File: src/rtl/cpu_pause_gate.sv
// Generates the 6809-style Q/E CPU clock enables and parks the CPU on a
// bus-cycle boundary on request, acknowledging once the bus has settled.
module cpu_pause_gate #(
  parameter int DIV        = 8,
  parameter int SETTLE     = 16,
  parameter int RESUME_DLY = 4
) (
  input  logic        clk_sys,
  input  logic        reset_n,
  input  logic        pause_req,
  output logic        cpu_cen_q,
  output logic        cpu_cen_e,
  output logic        cpu_halted,
  output logic        pause_ack,
  output logic [15:0] lost_cycles
);

  localparam int PW      = (DIV > 2) ? $clog2(DIV) : 1;
  localparam int CNT_MAX = (SETTLE > RESUME_DLY) ? SETTLE : RESUME_DLY;
  localparam int CW      = (CNT_MAX > 1) ? $clog2(CNT_MAX) : 1;

  localparam logic [PW-1:0] PH_Q        = PW'(DIV / 2 - 1);
  localparam logic [PW-1:0] PH_E        = PW'(DIV - 1);
  localparam logic [CW-1:0] SETTLE_LAST = CW'(SETTLE - 1);
  localparam logic [CW-1:0] RESUME_LAST = CW'(RESUME_DLY - 1);

  typedef enum logic [1:0] {
    RUN     = 2'd0,
    HALT    = 2'd1,
    SETTLED = 2'd2,
    RESUME  = 2'd3
  } state_t;

  state_t        state_q, state_d;
  logic [PW-1:0] phase_q, phase_d;
  logic [CW-1:0] cnt_q, cnt_d;
  logic [15:0]   lost_q, lost_d;
  logic          cen_q_pulse_q, cen_q_pulse_d;
  logic          cen_e_pulse_q, cen_e_pulse_d;
  logic          halted_q, halted_d;
  logic          ack_q, ack_d;
  logic          cycle_end;

  assign cycle_end = (phase_q == PH_E);

  always_ff @(posedge clk_sys) begin
    if (!reset_n) begin
      state_q <= RUN;
    end else begin
      state_q <= state_d;
    end
  end

  // A halt is only taken on the E edge so the CPU never sees a truncated cycle.
  always_comb begin
    state_d = state_q;
    case (state_q)
      RUN: begin
        if (cycle_end && pause_req) begin
          state_d = HALT;
        end
      end
      HALT: begin
        if (!pause_req) begin
          state_d = RESUME;
        end else if (cnt_q == SETTLE_LAST) begin
          state_d = SETTLED;
        end
      end
      SETTLED: begin
        if (!pause_req) begin
          state_d = RESUME;
        end
      end
      RESUME: begin
        if (pause_req) begin
          state_d = HALT;
        end else if (cnt_q == RESUME_LAST) begin
          state_d = RUN;
        end
      end
      default: state_d = RUN;
    endcase
  end

  always_comb begin
    phase_d = '0;
    if (state_q == RUN && !cycle_end) begin
      phase_d = phase_q + PW'(1);
    end

    // The timer restarts on every state change so each wait is measured fresh.
    cnt_d = '0;
    if (state_d == state_q && (state_q == HALT || state_q == RESUME)) begin
      cnt_d = cnt_q + CW'(1);
    end

    lost_d = lost_q;
    if (state_q != RUN && lost_q != 16'hFFFF) begin
      lost_d = lost_q + 16'd1;
    end
  end

  always_comb begin
    cen_q_pulse_d = (state_d == RUN) && (phase_d == PH_Q);
    cen_e_pulse_d = (state_d == RUN) && (phase_d == PH_E);
    halted_d      = (state_d != RUN);
    ack_d         = (state_d == SETTLED);
  end

  always_ff @(posedge clk_sys) begin
    if (!reset_n) begin
      phase_q       <= '0;
      cnt_q         <= '0;
      lost_q        <= '0;
      cen_q_pulse_q <= 1'b0;
      cen_e_pulse_q <= 1'b0;
      halted_q      <= 1'b0;
      ack_q         <= 1'b0;
    end else begin
      phase_q       <= phase_d;
      cnt_q         <= cnt_d;
      lost_q        <= lost_d;
      cen_q_pulse_q <= cen_q_pulse_d;
      cen_e_pulse_q <= cen_e_pulse_d;
      halted_q      <= halted_d;
      ack_q         <= ack_d;
    end
  end

  assign cpu_cen_q   = cen_q_pulse_q;
  assign cpu_cen_e   = cen_e_pulse_q;
  assign cpu_halted  = halted_q;
  assign pause_ack   = ack_q;
  assign lost_cycles = lost_q;

endmodule

File: config.mk
export PLATFORM = sky130hd
export DESIGN_NAME = cpu_pause_gate
export DESIGN_NICKNAME = d
export VERILOG_FILES = /design/src/rtl/cpu_pause_gate.sv
export SDC_FILE = /design/constraint.sdc
export NUM_CORES = 1
export LEC_CHECK = 0
export BUFFER_PORTS_ARGS = -buffer_cell sky130_fd_sc_hd__buf_2
export CORE_MARGIN = 8
export CORE_UTILIZATION = 31
export CTS_BUF_LIST = sky130_fd_sc_hd__clkbuf_2
export DETAILED_ROUTE_END_ITERATION = 12
export GPL_TIMING_DRIVEN = 0
export SYNTH_ARGS = -nofsm -noshare
export SYNTH_HDL_FRONTEND = slang
export SYNTH_SLANG_ARGS = --single-unit
File: constraint.sdc
create_clock -name clk_sys -period 3.2 [get_ports clk_sys]
set_input_delay 0.16 -clock clk_sys [delete_from_list [all_inputs] [get_ports clk_sys]]
set_output_delay 0.16 -clock clk_sys [all_outputs]
set_load 0.005 [all_outputs]
==> results.yml <==
place:
  dp_cells: 237
  place_congestion: 0.762
  hpwl_um: 2390
  dp_worst_setup_slack_ps: 1280
  port_buffers: 21
floorplanning:
  die-area_um2: 7230
  io_pins: 23
  initial_core_util: 0.317
  die_w_um: 85.0
  rows: 25
  core_area_um2: 4660
  die_h_um: 85.0
timing:
  finalCriticalPeriod_ps: 1930
  tightest_slew_ps: 467
  setup-tns-final_ps: 0
  slew_viol_final: 0
  finalHoldViolCount: 0
  fmax_mhz: 517
  fin_ws_ps: 1270
  setup_viol: 0
  relSlewSlack: 0.686
  rsz0062_at_grt: "false"
  skew_ps: 7.33
  fin_crit_sh: 0.604
setup_path:
  end_kind: "register"
  path_common_cell: "ha_1"
  max_stage_delay_ps: 410
  worst_ep_required_time_ps: 3510
  path_buf_inv: 0
  cp-start-kind: "register"
  crit_family: "compound AO/OA/AOI/OAI gates"
  cpMaxStageDelayCell: "dfxtp_1"
  worstPathCellList: "ha_1, ha_1, or3b_1, a211o_1, a31o_2, nor3_1"
  crit_arrival_ps: 2240
  critical_path_class: "reg -> reg"
  worst-path-max-fanout: 6
global_routing:
  antenna_found_initial: 0
  grt_use_total: 0.0932
  grt.busiest_layer: "met2"
  met2_usage: 0.139
  grt_pass1_wl_um: 5380
  grtUsageMet3: 0.0251
  grt_max_degree: 11
  globalRouteOverflowTotal: 0
  grt_util_met1: 0.114
  grt_pass1_vias: 1176
clocking:
  clk_latency_ps: 370
  clock_sinks: 29
  postCtsHoldBufs: 0
  cts_tree: "yes"
  clockBufferDepth: 2
  ctsResizeCount: 0
  postCtsSetupRepairBufs: 0
  cts_made_buffers: 5
  htreeDepth: 2
  path_clk_slew_ps: 160
  cts-root-buf: "clkbuf_2"
logic_synthesis:
  synth_nets: 169
  synth_ff_type: "dfxtp_1"
  yosys.area.top_type: "dfxtp_1"
  yosysWarnings: 0
  mappedNetlistArea_um2: 1480
  yosys-top-cells-area: "dfxtp_1, nand2_1, mux2i_1, ha_1, nand3_1"
  synth-edff-count: 0
  synthArstFlopShare: 0
  yosys_register_bits: 29
  ys_types: 50
  postSynthAreaPerCell_um2: 9.12
  yosysSeqAreaShare: 0.393
  yosys.area.top_type_share: 0.393
  synth_cells: 162
drt:
  wl_per_cell_um: 13.2
  antenna_left: 0
  first_pass_iters: 4
  wirelength_um: 3240
  drtIter0Drc: 93
  viasPerCell: 5.33
  num_vias: 1306
  drc: 0
layout:
  area_growth_pct: 14.6
  instances_no_fill: 245
  fillers: 498
  drive_above_1_share: 0.215
  final_net_count: 197
  fin_util: 0.363
  num_antenna_cells: 0
power_and_ir_drop:
  p_leak_nw: 0.736
  ir_drop_mv: 0.156
  powerDensity_nw_per_um2: 345
run:
  cap_violations: 0
hold_path:
  hp-class: "in -> reg"
outcome:
  status: "finished, final reports clean"
-- worst min-delay path: cells and delay by family --
| family | cells | cell delay (ps) |
|---|---|---|
| multiplexers | 1 | 60 |
| AND/OR/NAND/NOR | 1 | 80 |
| buffers and inverters | 1 | 160 |
-- synth_stat cells, types with 2 or more instances --
cell type	count
a31o_2	2
nor2_1	5
o21ai_0	6
nor3_1	6
and3_1	4
inv_1	6
buf_2	2
clkbuf_1	5
o211ai_1	3
a21oi_1	6
nor4_1	2
nand3_1	8
nand4_1	3
buf_6	2
dfxtp_1	29
mux2i_1	6
nand2b_1	6
nor2b_1	2
ha_1	4
a31oi_1	4
or4b_1	2
nand4b_1	2
nand2_1	19
o211a_1	2
-- kinds of logic (layout without fill, tap and decap cells) --
| logic type | after synthesis | in the layout | share of synthesized area |
|---|---|---|---|
| AO/OA/AOI/OAI | 34 | 34 | 0.176 |
| XOR/XNOR | 2 | 2 | 0.0119 |
| adder cells (fa/ha/maj) | 4 | 4 | 0.0339 |
| buffers and inverters | 16 | 45 | 0.0525 |
| flip-flops | 29 | 29 | 0.393 |
| multiplexers | 6 | 6 | 0.0406 |
| AND/OR/NAND/NOR | 71 | 71 | 0.292 |
-- layout by cell type, fill, tap and decap left out, types with 2 or more instances in the layout --
master / Yosys / layout
a21oi_1: 6 / 6
a31o_2: 2 / 2
a31oi_1: 4 / 4
and3_1: 4 / 4
buf_2: 2 / 23
buf_6: 2 / 2
clkbuf_1: 5 / 5
clkbuf_2: 0 / 5
clkinv_2: 0 / 2
dfxtp_1: 29 / 29
ha_1: 4 / 4
inv_1: 6 / 6
mux2i_1: 6 / 6
nand2_1: 19 / 19
nand2b_1: 6 / 6
nand3_1: 8 / 8
nand4_1: 3 / 3
nand4b_1: 2 / 2
nor2_1: 5 / 5
nor2b_1: 2 / 2
nor3_1: 6 / 6
nor4_1: 2 / 2
o211a_1: 2 / 2
o211ai_1: 3 / 3
o21ai_0: 6 / 6
or4b_1: 2 / 2
-- per-stage QoR --
| step | instance area (um^2) | hold WS (ps) | power [mW] |
|---|---|---|---|
| CTS | 1690 | 93.2 | 0.594 |
| finish | 1690 | 115 | 0.584 |
| global placement | 1650 | 450 | 0.402 |
| detailed placement | 1650 | 459 | 0.402 |
| global route | 1690 | 100 | 0.609 |
| floorplan | 1480 | 432 | 0.393 |
-- layout make-up --
cell class / instances / area, um^2 / share of cell area
Buffer: 9 / 51.3 / 0.0303
Clock buffer: 5 / 25.0 / 0.0148
Clock inverter: 3 / 17.5 / 0.0103
Inverter: 7 / 26.3 / 0.0155
Multi-Input combinational cell: 117 / 820 / 0.484
Sequential cell: 29 / 581 / 0.343
Tap cell: 54 / 67.6 / 0.0399
Timing Repair Buffer: 21 / 105 / 0.0621
-- where the power goes --
part,internal (mW),switching [mW],total [mW]
registers,0.367,0.00241,0.370
logic,0.00908,0.0152,0.0243
clock network,0.0509,0.139,0.190
-- metal layers --
| metal | wire [um] | vias to the layer above |
|---|---|---|
| met5 | 0 | - |
| met4 | 63 | 0 |
| met3 | 196 | 6 |
| met2 | 1340 | 30 |
| met1 | 1640 | 605 |
| li1 | - | 665 |
-- registers in the layout (all words and copies together), names as in the netlist --
signal,flops
cnt_q,4
cpu_cen_e,1
cpu_cen_q,1
cpu_halted,1
lost_cycles,16
pause_ack,1
phase_q,3
state_q,2
-- final timing paths --
check        startpoint         endpoint  slack [ps]  cells after the start
max          phase_q[0]         cnt_q[3]        1270                      6
min             reset_n  lost_cycles[11]         120                      3
max reg2reg  phase_q[0]         cnt_q[3]        1270                      6
min reg2reg    cnt_q[0]         cnt_q[0]         480                      1
(Power assumes the default switching activity.)
